==> config.mk <==
export PLATFORM = sky130hd
export DESIGN_NAME = sort_display_scan_flat
export DESIGN_NICKNAME = d
export VERILOG_FILES = /design/src/rtl/sort_display_scan_if.sv /design/src/rtl/sort_display_scan.sv /design/src/flat_wrapper.sv
export SDC_FILE = /design/constraint.sdc
export NUM_CORES = 1
export LEC_CHECK = 0
export ABC_AREA = 1
export CAP_MARGIN = 20
export CORE_ASPECT_RATIO = 0.9
export CORE_MARGIN = 3
export CORE_UTILIZATION = 40
export CTS_CLUSTER_DIAMETER = 50
export CTS_CLUSTER_SIZE = 16
export DETAILED_ROUTE_END_ITERATION = 12
export HOLD_SLACK_MARGIN = 0.1
export SLEW_MARGIN = 20
export SYNTH_ARGS = -nofsm -noshare
export SYNTH_HDL_FRONTEND = slang
export SYNTH_SLANG_ARGS = --single-unit
==> constraint.sdc <==
create_clock -name clock -period 2 [get_ports clock]
set_clock_uncertainty 0.1 [all_clocks]
set_input_delay 0.4 -clock clock [delete_from_list [all_inputs] [get_ports clock]]
set_output_delay 0.4 -clock clock [all_outputs]
set_load 0.1 [all_outputs]
==> src/rtl/sort_display_scan_if.sv <==
// Sorter-to-display bus: the sorter's completion level plus its four sorted values.
interface sort_display_scan_if #(
  parameter int DIGIT = 4
);
  logic             done;
  logic [DIGIT-1:0] s0;
  logic [DIGIT-1:0] s1;
  logic [DIGIT-1:0] s2;
  logic [DIGIT-1:0] s3;

  modport master (output done, s0, s1, s2, s3);
  modport slave  (input  done, s0, s1, s2, s3);
endinterface

==> src/rtl/sort_display_scan.sv <==
// Snapshots the sorter's four results on done's rising edge and scans them as hex
// digits onto a 4-digit active-low 7-segment display, flagging non-decreasing order.
module sort_display_scan #(
  parameter int DIGIT    = 4,
  parameter int SCAN_DIV = 16,
  parameter int CNT_W    = 16
) (
  input  logic               clock,
  input  logic               reset,
  sort_display_scan_if.slave sbus,
  output logic [3:0]         an,
  output logic [6:0]         seg,
  output logic               latched,
  output logic               sorted_ok
);

  localparam logic [CNT_W-1:0] DIV_LAST = CNT_W'(SCAN_DIV - 1);
  localparam logic [6:0]       SEG_DASH = 7'b0111111;

  logic [CNT_W-1:0]   cnt_reg, cnt_next;
  logic [1:0]         slot_reg, slot_next;
  logic               done_d_reg;
  logic               latched_reg;
  logic               sorted_ok_reg;
  logic [3:0]         an_reg, an_next;
  logic [6:0]         seg_reg, seg_next;
  logic [3:0]         d_reg [4];
  logic [3:0]         s_ext [4];
  logic [4*DIGIT-1:0] s_flat;
  logic               wrap;
  logic               capture;
  logic               in_order;

  function automatic logic [6:0] hex7(input logic [3:0] v);
    case (v)
      4'h0: hex7 = 7'b1000000;
      4'h1: hex7 = 7'b1111001;
      4'h2: hex7 = 7'b0100100;
      4'h3: hex7 = 7'b0110000;
      4'h4: hex7 = 7'b0011001;
      4'h5: hex7 = 7'b0010010;
      4'h6: hex7 = 7'b0000010;
      4'h7: hex7 = 7'b1111000;
      4'h8: hex7 = 7'b0000000;
      4'h9: hex7 = 7'b0010000;
      4'ha: hex7 = 7'b0001000;
      4'hb: hex7 = 7'b0000011;
      4'hc: hex7 = 7'b1000110;
      4'hd: hex7 = 7'b0100001;
      4'he: hex7 = 7'b0000110;
      default: hex7 = 7'b0001110;
    endcase
  endfunction

  assign s_flat = {sbus.s3, sbus.s2, sbus.s1, sbus.s0};

  // Narrow values are zero-extended so the decoder always sees a full nibble.
  for (genvar gi = 0; gi < 4; gi++) begin : g_ext
    assign s_ext[gi] = 4'(s_flat[gi*DIGIT +: DIGIT]);
  end

  assign wrap     = (cnt_reg == DIV_LAST);
  assign capture  = sbus.done & ~done_d_reg;
  assign in_order = (sbus.s0 <= sbus.s1) & (sbus.s1 <= sbus.s2) & (sbus.s2 <= sbus.s3);

  always_comb begin
    cnt_next  = wrap ? '0 : cnt_reg + CNT_W'(1);
    slot_next = wrap ? slot_reg + 2'd1 : slot_reg;
    an_next   = (cnt_reg == '0) ? 4'b1111 : ~(4'b0001 << slot_reg);
    seg_next  = latched_reg ? hex7(d_reg[slot_reg]) : SEG_DASH;
  end

  always_ff @(posedge clock or posedge reset) begin
    if (reset) begin
      cnt_reg       <= '0;
      slot_reg      <= '0;
      done_d_reg    <= 1'b0;
      latched_reg   <= 1'b0;
      sorted_ok_reg <= 1'b0;
      an_reg        <= 4'b1111;
      seg_reg       <= 7'b1111111;
      for (int i = 0; i < 4; i++) d_reg[i] <= '0;
    end else begin
      cnt_reg    <= cnt_next;
      slot_reg   <= slot_next;
      done_d_reg <= sbus.done;
      an_reg     <= an_next;
      seg_reg    <= seg_next;
      // A level held high only captures once; done must drop before the next snapshot.
      if (capture) begin
        latched_reg   <= 1'b1;
        sorted_ok_reg <= in_order;
        for (int i = 0; i < 4; i++) d_reg[i] <= s_ext[i];
      end
    end
  end

  assign an        = an_reg;
  assign seg       = seg_reg;
  assign latched   = latched_reg;
  assign sorted_ok = sorted_ok_reg;

endmodule
==> src/flat_wrapper.sv <==
// flat-port wrapper written by rule: the top's interface ports become plain ports
module sort_display_scan_flat 
#(
  parameter int DIGIT    = 4,
  parameter int SCAN_DIV = 16,
  parameter int CNT_W    = 16
)
  (clock, reset, an, seg, latched, sorted_ok, sbus_done, sbus_s0, sbus_s1, sbus_s2, sbus_s3);
  sort_display_scan_if #(.DIGIT(DIGIT)) sbus_i ();
  input  logic clock;
  input  logic reset;
  output logic [3:0] an;
  output logic [6:0] seg;
  output logic latched;
  output logic sorted_ok;
  input wire logic [$bits(sbus_i.done)-1:0] sbus_done;
  input wire logic [$bits(sbus_i.s0)-1:0] sbus_s0;
  input wire logic [$bits(sbus_i.s1)-1:0] sbus_s1;
  input wire logic [$bits(sbus_i.s2)-1:0] sbus_s2;
  input wire logic [$bits(sbus_i.s3)-1:0] sbus_s3;
  assign sbus_i.done = sbus_done;
  assign sbus_i.s0 = sbus_s0;
  assign sbus_i.s1 = sbus_s1;
  assign sbus_i.s2 = sbus_s2;
  assign sbus_i.s3 = sbus_s3;
  sort_display_scan #(.DIGIT(DIGIT), .SCAN_DIV(SCAN_DIV), .CNT_W(CNT_W)) u_core (.clock(clock), .reset(reset), .sbus(sbus_i), .an(an), .seg(seg), .latched(latched), .sorted_ok(sorted_ok));
endmodule
==> impl_results.html, run 1 <==
<table>
<tr><th>Metric</th><th>Value</th></tr>
<tr><th colspan="2">Status</th></tr>
<tr><td>Status</td><td>finished, final reports clean</td></tr>
<tr><th colspan="2">Floorplanning</th></tr>
<tr><td>Horizontal die dimension</td><td>93.7 um</td></tr>
<tr><td>Row count</td><td>28</td></tr>
<tr><td>IO Count</td><td>32</td></tr>
<tr><td>Die Outline Area</td><td>7950 sq um</td></tr>
<tr><td>Core box area</td><td>6660 sq um</td></tr>
<tr><td>Die outline height</td><td>84.9 um</td></tr>
<tr><td>Initial Util</td><td>41.6%</td></tr>
<tr><th colspan="2">Critical path</th></tr>
<tr><td>First element of the critical path</td><td>u_core.slot_reg[0]</td></tr>
<tr><td>Kind of start point of the critical path</td><td>register</td></tr>
<tr><td>Worst setup EP type</td><td>register</td></tr>
<tr><td>End of the worst register-to-register path</td><td>u_core.seg[2]</td></tr>
<tr><td>Required time reported for the critical path endpoint</td><td>2.12 ns</td></tr>
<tr><td>Capturing element of the worst setup path</td><td>u_core.seg[2]</td></tr>
<tr><td>Reg-to-Reg Start</td><td>u_core.slot_reg[0]</td></tr>
<tr><td>Internal reg-to-reg setup slack</td><td>0.22 ns</td></tr>
<tr><td>Worst-path fanout max</td><td>10</td></tr>
<tr><td>WP data arrival</td><td>1.89 ns</td></tr>
<tr><td>Critical path class</td><td>register to register</td></tr>
<tr><td>Reg2reg path depth</td><td>9</td></tr>
<tr><th colspan="2">Clocking</th></tr>
<tr><td>Clk root buf</td><td>sky130_fd_sc_hd__clkbuf_8</td></tr>
<tr><td>Number of H-tree levels</td><td>2</td></tr>
<tr><td>Clock tree from TritonCTS</td><td>done</td></tr>
<tr><td>Number of buffers inserted during clock tree synthesis</td><td>5</td></tr>
<tr><td>Maximum count of clock buffers along a single path</td><td>2</td></tr>
<tr><td>Number of clock sinks</td><td>48</td></tr>
<tr><td>Clk Latency, worst-skew pair</td><td>0.29 ns</td></tr>
<tr><td>Clock-pin slew of the registers on the worst-case setup and hold paths</td><td>0.08 ns</td></tr>
<tr><th colspan="2">STA</th></tr>
<tr><td>Final worst path period share</td><td>88.8%</td></tr>
<tr><td>Peak Freq</td><td>0.563 GHz</td></tr>
<tr><td>Number of pins with negative max-slew slack in the final report</td><td>0</td></tr>
<tr><td>Setup TNS Final</td><td>0 ns</td></tr>
<tr><td>Worst slew margin relative to its limit</td><td>76.4%</td></tr>
<tr><td>Smallest hold slack</td><td>0.370 ns</td></tr>
<tr><td>Slew at the pin closest to its max-slew limit</td><td>0.352 ns</td></tr>
<tr><td>Minimum clock period after layout</td><td>1.78 ns</td></tr>
<tr><td>RSZ-0062 raised after global routing</td><td>no</td></tr>
<tr><td>Final Hold Fails</td><td>0</td></tr>
<tr><td>Number of setup violations in the final report</td><td>0</td></tr>
<tr><th colspan="2">Layout</th></tr>
<tr><td>Post-route non-filler standard cell count</td><td>473</td></tr>
<tr><td>Area growth syn-to-layout</td><td>24.5%</td></tr>
<tr><td>Ratio of cells with drive above 1 in the final layout</td><td>15.4%</td></tr>
<tr><td>Post-layout nets</td><td>425</td></tr>
<tr><td>Diode count</td><td>0</td></tr>
<tr><td>Final design area excluding fillers</td><td>3440 sq um</td></tr>
<tr><th colspan="2">Global route</th></tr>
<tr><td>Largest net degree at the start of global routing</td><td>49</td></tr>
<tr><td>Vias in the first global route</td><td>2202</td></tr>
<tr><td>Global route overflow</td><td>0</td></tr>
<tr><td>First-pass GRT wire length</td><td>9540 um</td></tr>
<tr><td>Antenna violations before repair</td><td>0</td></tr>
<tr><td>GRT Resource Usage Total</td><td>14.7%</td></tr>
<tr><th colspan="2">Flow run</th></tr>
<tr><td>Maximum Capacitance Violations</td><td>0</td></tr>
<tr><th colspan="2">Power and ir drop</th></tr>
<tr><td>Leakage dissipation</td><td>1.78 nW</td></tr>
<tr><td>Share of power burned in the clock network</td><td>23.0%</td></tr>
<tr><td>Register share of total power</td><td>47.0%</td></tr>
<tr><td>Net switching power of the design</td><td>0.807 mW</td></tr>
<tr><td>Switching Share</td><td>33.9%</td></tr>
<tr><td>VDD IR max</td><td>287 uV</td></tr>
<tr><td>Part of the total power dissipated in combinational logic</td><td>30.0%</td></tr>
<tr><td>Internal power</td><td>1.58 mW</td></tr>
<tr><td>Power density over the cells</td><td>692 nW/um^2</td></tr>
<tr><th colspan="2">Synthesis</th></tr>
<tr><td>Cell Area, Synth</td><td>2770 sq um</td></tr>
<tr><td>Share of async-settable or async-resettable flops after synthesis</td><td>100%</td></tr>
<tr><td>Cell with the most instances after synthesis</td><td>sky130_fd_sc_hd__nand2_1</td></tr>
<tr><td>Number of distinct library cell variants in the gate-level netlist after synthesis</td><td>28</td></tr>
<tr><td>Leading post-synthesis cells by cell area</td><td>sky130_fd_sc_hd__dfrtp_1 33%, sky130_fd_sc_hd__nand2_1 13%, sky130_fd_sc_hd__ha_1 11%</td></tr>
<tr><td>Mapped Avg Cell Area</td><td>8.12 sq um</td></tr>
<tr><td>Net count of the mapped netlist</td><td>384</td></tr>
<tr><td>Number of standard cells after synthesis</td><td>341</td></tr>
<tr><td>Synthesis Warnings</td><td>0</td></tr>
<tr><td>Number of flops mapped to enable cells by yosys</td><td>0</td></tr>
<tr><td>Most numerous cell types in the synthesized netlist</td><td>98 x sky130_fd_sc_hd__nand2_1, 50 x sky130_fd_sc_hd__inv_1, 37 x sky130_fd_sc_hd__dfrtp_1, 30 x sky130_fd_sc_hd__nand3_1, 27 x sky130_fd_sc_hd__nor2_1</td></tr>
<tr><td>Share of the synthesized area in the top cell type</td><td>33.5%</td></tr>
<tr><td>Primary flip-flop cell chosen by synthesis mapping</td><td>sky130_fd_sc_hd__dfrtp_1</td></tr>
<tr><td>FF+latch count, synth</td><td>48</td></tr>
<tr><td>Synth area leader</td><td>sky130_fd_sc_hd__dfrtp_1</td></tr>
<tr><td>Sequential-to-total area share from yosys stat</td><td>43.9%</td></tr>
<tr><th colspan="2">Placement</th></tr>
<tr><td>Final GP Congestion</td><td>0.860</td></tr>
<tr><td>Placed wire-length estimate after detailed placement</td><td>4080 um</td></tr>
<tr><td>Buffers added on ports</td><td>31</td></tr>
<tr><td>Cell area reported after detailed placement</td><td>3360 sq um</td></tr>
<tr><td>Number of placed instances with taps included</td><td>464</td></tr>
<tr><th colspan="2">Route</th></tr>
<tr><td>Total number of vias</td><td>2182</td></tr>
<tr><td>Post-detailed-routing wire length</td><td>5240 um</td></tr>
<tr><td>DRC errors left</td><td>0</td></tr>
<tr><td>Vias per inst</td><td>4.61</td></tr>
<tr><td>Number of detailed-routing iterations run before antenna repair</td><td>4</td></tr>
<tr><td>Routed WL per cell</td><td>11.1 um</td></tr>
<tr><td>First-iteration detailed-routing DRC count</td><td>66</td></tr>
<tr><td>Detail Route Antenna Nets</td><td>0</td></tr>
<tr><th colspan="2">Min path</th></tr>
<tr><td>Path class of the lowest-slack min-delay path</td><td>primary input to async pin</td></tr>
</table>
worst max-delay path, stage by stage, from the launching register on:
cell	delay [ns]
sky130_fd_sc_hd__dfrtp_2	0.50
sky130_fd_sc_hd__buf_4	0.18
sky130_fd_sc_hd__nand2_1	0.05
sky130_fd_sc_hd__nand3_1	0.07
sky130_fd_sc_hd__nand2_1	0.14
sky130_fd_sc_hd__inv_1	0.09
sky130_fd_sc_hd__ha_1	0.22
sky130_fd_sc_hd__inv_1	0.08
sky130_fd_sc_hd__nand3_1	0.09
sky130_fd_sc_hd__o211ai_1	0.18
timing repair:
item | in CTS | in global routing
endpoints found under the setup margin | 0 | 6
resized for setup | 0 | 1
buffers inserted | 0 | 1
hold buffers | 0 | 0
area by class of cell:
| cell class | count | area [sq um] |
|---|---|---|
| fill | 638 | 3210 |
| multi-input combinational | 236 | 1330 |
| sequential | 48 | 1220 |
| timing repair buffer | 38 | 505 |
| inverter | 53 | 204 |
| tap | 90 | 113 |
| clock buffer | 7 | 76.3 |
| clock inverter | 1 | 3.75 |
power groups by stage:
stage / combinational (mW) / clock, mW / sequential (mW)
after CTS: 0.722 / 0.565 / 1.12
final: 0.715 / 0.548 / 1.12
after floorplan: 0.224 / 0 / 1.37
after global placement: 0.713 / 0 / 1.14
after global routing: 0.780 / 0.610 / 1.13
after detailed placement: 0.721 / 0 / 1.14
worst min path at each step:
stage | slack (ns) | to
finish | 0.37 | u_core.cnt_reg[11]
global route | 0.40 | u_core.cnt_reg[11]
CTS | 0.38 | u_core.cnt_reg[11]
detailed placement | 0.36 | u_core.d_reg[0]
global placement | 0.36 | u_core.cnt_reg[15]
floorplan | 0.33 | u_core.done_d_reg
placed cells by master (no fill, tap or decap), types with 10 or more instances in the layout:
master	n
sky130_fd_sc_hd__nand2_1	98
sky130_fd_sc_hd__inv_1	49
sky130_fd_sc_hd__dfrtp_1	36
sky130_fd_sc_hd__nand3_1	30
sky130_fd_sc_hd__nor2_1	27
sky130_fd_sc_hd__ha_1	24
sky130_fd_sc_hd__clkdlybuf4s50_1	18
sky130_fd_sc_hd__o21ai_0	15
sky130_fd_sc_hd__buf_12	14
sky130_fd_sc_hd__dfstp_2	11
sky130_fd_sc_hd__xor2_1	10
per-layer routing:
| metal | part of all wire [%] | up-vias | global-route usage (%) |
|---|---|---|---|
| met5 | 0 | - | 0 |
| met4 | 1.9 | 0 | 5.25 |
| met3 | 4.6 | 9 | 2.75 |
| met2 | 42 | 55 | 23.0 |
| met1 | 51 | 976 | 20.6 |
| li1 | - | 1142 | - |
through the flow:
step / power (mW) / util, % / worst slack, ns
2_1_floorplan: 1.59 / - / 0.374
3_3_place_gp: 1.85 / 50.4 / 0.0876
3_5_place_dp: 1.86 / 50.4 / 0.0585
4_1_cts: 2.41 / 51.6 / 0.137
5_1_grt: 2.52 / 51.7 / 0.00137
6_report: 2.38 / 51.7 / 0.224
logic make-up after synthesis:
logic type	share of synthesized area (%)
AND/OR/NAND/NOR	29.5
buffers and inverters	8.18
XOR/XNOR	3.48
flip-flops	43.9
adder cells (fa/ha/maj)	10.8
AO/OA/AOI/OAI	4.11
Power figures use the tool's default switching activity.
==> run 2, diff against run 1 <==
--- a/config.mk
+++ b/config.mk
@@ -6,9 +6,7 @@
 export NUM_CORES = 1
 export LEC_CHECK = 0
 export ABC_AREA = 1
-export CAP_MARGIN = 20
 export CORE_ASPECT_RATIO = 0.9
-export CORE_MARGIN = 3
 export CORE_UTILIZATION = 40
 export CTS_CLUSTER_DIAMETER = 50
 export CTS_CLUSTER_SIZE = 16
==> run 2 against run 1 <==
Against the previous run:
- critical path depth rose by 1
- first-iteration DRC count grew 17%
- total power up 2.5%
- largest power group unchanged
- sequential cell count unchanged
- critical path type unchanged
- final cell count did not move
- non-clock buffer count is the same
- sequential power barely moved
- die area shrank 8.8%
==> impl_results.html, run 2 (same netlist as run 1, synthesis figures left out) <==
<table>
<tr><th>Metric</th><th>Value</th></tr>
<tr><th colspan="2">Clocking</th></tr>
<tr><td>Number of buffers inserted during clock tree synthesis</td><td>5</td></tr>
<tr><td># resized after CTS</td><td>0</td></tr>
<tr><td>Number of H-tree levels</td><td>2</td></tr>
<tr><td>Clk root buf</td><td>sky130_fd_sc_hd__clkbuf_8</td></tr>
<tr><td>Number of clock sinks</td><td>48</td></tr>
<tr><td>Clock tree from TritonCTS</td><td>done</td></tr>
<tr><td>Clk Latency, worst-skew pair</td><td>0.29 ns</td></tr>
<tr><td>Post-CTS setup repair buffer count</td><td>0</td></tr>
<tr><td>Maximum count of clock buffers along a single path</td><td>2</td></tr>
<tr><td>Clock-pin slew of the registers on the worst-case setup and hold paths</td><td>0.08 ns</td></tr>
<tr><td>CTS Hold Buffers Added</td><td>0</td></tr>
<tr><th colspan="2">Layout</th></tr>
<tr><td>Post-route non-filler standard cell count</td><td>473</td></tr>
<tr><td>Diode count</td><td>0</td></tr>
<tr><td>Most common library cell in the layout ignoring fill and taps</td><td>sky130_fd_sc_hd__nand2_1</td></tr>
<tr><td>Area growth syn-to-layout</td><td>25.2%</td></tr>
<tr><td>Post-layout nets</td><td>425</td></tr>
<tr><td>Final core utilization</td><td>52.3%</td></tr>
<tr><td>Top library cells by usage in the layout, fill and taps aside</td><td>98 x sky130_fd_sc_hd__nand2_1, 49 x sky130_fd_sc_hd__inv_1, 36 x sky130_fd_sc_hd__dfrtp_1, 30 x sky130_fd_sc_hd__nand3_1, 27 x sky130_fd_sc_hd__nor2_1</td></tr>
<tr><td>Ratio of cells with drive above 1 in the final layout</td><td>15.9%</td></tr>
<tr><th colspan="2">STA</th></tr>
<tr><td>Minimum clock period after layout</td><td>1.81 ns</td></tr>
<tr><td>Number of setup violations in the final report</td><td>0</td></tr>
<tr><td>Number of pins with negative max-slew slack in the final report</td><td>0</td></tr>
<tr><td>Peak Freq</td><td>0.553 GHz</td></tr>
<tr><td>Final worst path period share</td><td>90.5%</td></tr>
<tr><td>Slew at the pin closest to its max-slew limit</td><td>0.316 ns</td></tr>
<tr><td>RSZ-0062 raised after global routing</td><td>no</td></tr>
<tr><td>Worst slew margin relative to its limit</td><td>78.7%</td></tr>
<tr><td>Final Hold Fails</td><td>0</td></tr>
<tr><td>Setup TNS Final</td><td>0 ns</td></tr>
<tr><th colspan="2">Route</th></tr>
<tr><td>Routed WL per cell</td><td>10.7 um</td></tr>
<tr><td>Wire length on met3</td><td>220 um</td></tr>
<tr><td>Vias per inst</td><td>4.58</td></tr>
<tr><td>Detail Route Antenna Nets</td><td>0</td></tr>
<tr><td>Top routing layer in use</td><td>met4</td></tr>
<tr><td>DRC errors left</td><td>0</td></tr>
<tr><td>Number of detailed-routing iterations run before antenna repair</td><td>4</td></tr>
<tr><td>First-iteration detailed-routing DRC count</td><td>77</td></tr>
<tr><td>Post-route met1 wirelength</td><td>2670 um</td></tr>
<tr><td>Total number of vias</td><td>2166</td></tr>
<tr><td>Post-detailed-routing wire length</td><td>5080 um</td></tr>
<tr><td>Met2 routed wirelength</td><td>2150 um</td></tr>
<tr><th colspan="2">Floorplanning</th></tr>
<tr><td>IO Count</td><td>32</td></tr>
<tr><td>Row count</td><td>28</td></tr>
<tr><td>Core box area</td><td>6620 sq um</td></tr>
<tr><td>Horizontal die dimension</td><td>89.7 um</td></tr>
<tr><td>Die outline height</td><td>80.9 um</td></tr>
<tr><td>Initial Util</td><td>41.8%</td></tr>
<tr><td>Die Outline Area</td><td>7260 sq um</td></tr>
<tr><th colspan="2">Critical path</th></tr>
<tr><td>Kind of start point of the critical path</td><td>register</td></tr>
<tr><td>WP data arrival</td><td>1.92 ns</td></tr>
<tr><td>Worst setup EP type</td><td>register</td></tr>
<tr><td>Worst-path fanout max</td><td>9</td></tr>
<tr><td>Critical path class</td><td>register to register</td></tr>
<tr><td>Required time reported for the critical path endpoint</td><td>2.11 ns</td></tr>
<tr><th colspan="2">Placement</th></tr>
<tr><td>Number of placed instances with taps included</td><td>465</td></tr>
<tr><td>Buffers added on ports</td><td>31</td></tr>
<tr><td>Final GP Congestion</td><td>0.841</td></tr>
<tr><td>Placed wire-length estimate after detailed placement</td><td>4010 um</td></tr>
<tr><th colspan="2">Min path</th></tr>
<tr><td>Path class of the lowest-slack min-delay path</td><td>primary input to async pin</td></tr>
<tr><th colspan="2">Global route</th></tr>
<tr><td>Global route overflow</td><td>0</td></tr>
<tr><td>GRT Resource Usage Total</td><td>16.2%</td></tr>
<tr><td>Antenna violations before repair</td><td>0</td></tr>
<tr><td>First-pass GRT wire length</td><td>9110 um</td></tr>
<tr><td>Vias in the first global route</td><td>2050</td></tr>
<tr><td>Largest net degree at the start of global routing</td><td>37</td></tr>
<tr><th colspan="2">Power and ir drop</th></tr>
<tr><td>Power density over the cells</td><td>705 nW/um^2</td></tr>
<tr><td>Overall power</td><td>2.44 mW</td></tr>
<tr><td>VDD IR max</td><td>281 uV</td></tr>
<tr><td>Leakage dissipation</td><td>1.79 nW</td></tr>
<tr><th colspan="2">Status</th></tr>
<tr><td>Status</td><td>finished, final reports clean</td></tr>
<tr><th colspan="2">Flow run</th></tr>
<tr><td>Maximum Capacitance Violations</td><td>0</td></tr>
</table>
==> run 2: changes by cell type in the layout (fill, tap and decap cells not counted), sizes merged <==
cell,previous run,this run
clkinv,1,0
clkbuf,7,8
==> run 2: cell type report <==
type	count	area [sq um]
Sequential cell	48	1220
Inverter	53	204
Clock buffer	8	100
Tap cell	90	113
Multi-Input combinational cell	236	1330
Fill cell	608	3160
Timing Repair Buffer	38	505
==> run 2: routing by layer <==
| layer | up-vias | global-route usage [%] |
|---|---|---|
| met4 | 0 | 2.86 |
| li1 | 1136 | - |
| met3 | 6 | 3.56 |
| met1 | 967 | 24.1 |
| met2 | 57 | 24.2 |
| met5 | - | 0 |
==> run 2: worst paths after layout <==
| kind | from | endpoint | slack (ns) | cells past startpoint |
|---|---|---|---|---|
| hold reg to reg | u_core.cnt_reg[15] | u_core.cnt_reg[15] | 0.38 | 1 |
| hold / removal | reset | u_core.cnt_reg[15] | 0.27 | 2 |
| min in group clock | u_core.cnt_reg[15] | u_core.cnt_reg[15] | 0.38 | 1 |
| setup reg to reg | u_core.slot_reg[0] | u_core.seg[0] | 0.19 | 10 |
| setup / recovery | u_core.slot_reg[0] | u_core.seg[0] | 0.19 | 10 |
| max in group asynchronous | reset | u_core.seg[4] | 0.99 | 3 |
==> run 2: stage by stage <==
step | worst slack, ns | cell area [sq um] | hold slack (ns)
2_1_floorplan | 0.374 | 2770 | 0.331
3_3_place_gp | 0.105 | 3360 | 0.362
3_5_place_dp | 0.0797 | 3360 | 0.362
4_1_cts | 0.132 | 3460 | 0.266
5_1_grt | 0.0332 | 3460 | 0.312
6_report | 0.191 | 3460 | 0.266
==> run 2: worst max-delay path, cell delays in order, from the launching register on <==
cell	delay [ns]
sky130_fd_sc_hd__dfrtp_2	0.50
sky130_fd_sc_hd__buf_4	0.17
sky130_fd_sc_hd__nand2_1	0.05
sky130_fd_sc_hd__nand3_1	0.08
sky130_fd_sc_hd__nand2_1	0.15
sky130_fd_sc_hd__inv_1	0.09
sky130_fd_sc_hd__ha_1	0.22
sky130_fd_sc_hd__inv_1	0.09
sky130_fd_sc_hd__nand3_1	0.10
sky130_fd_sc_hd__nand3_1	0.11
sky130_fd_sc_hd__nand3_1	0.07
==> run 2: report_power, final <==
part / switching, mW / internal, mW
registers: 0.0543 / 1.07
clock network: 0.291 / 0.316
logic: 0.451 / 0.264
total: 0.796 / 1.65
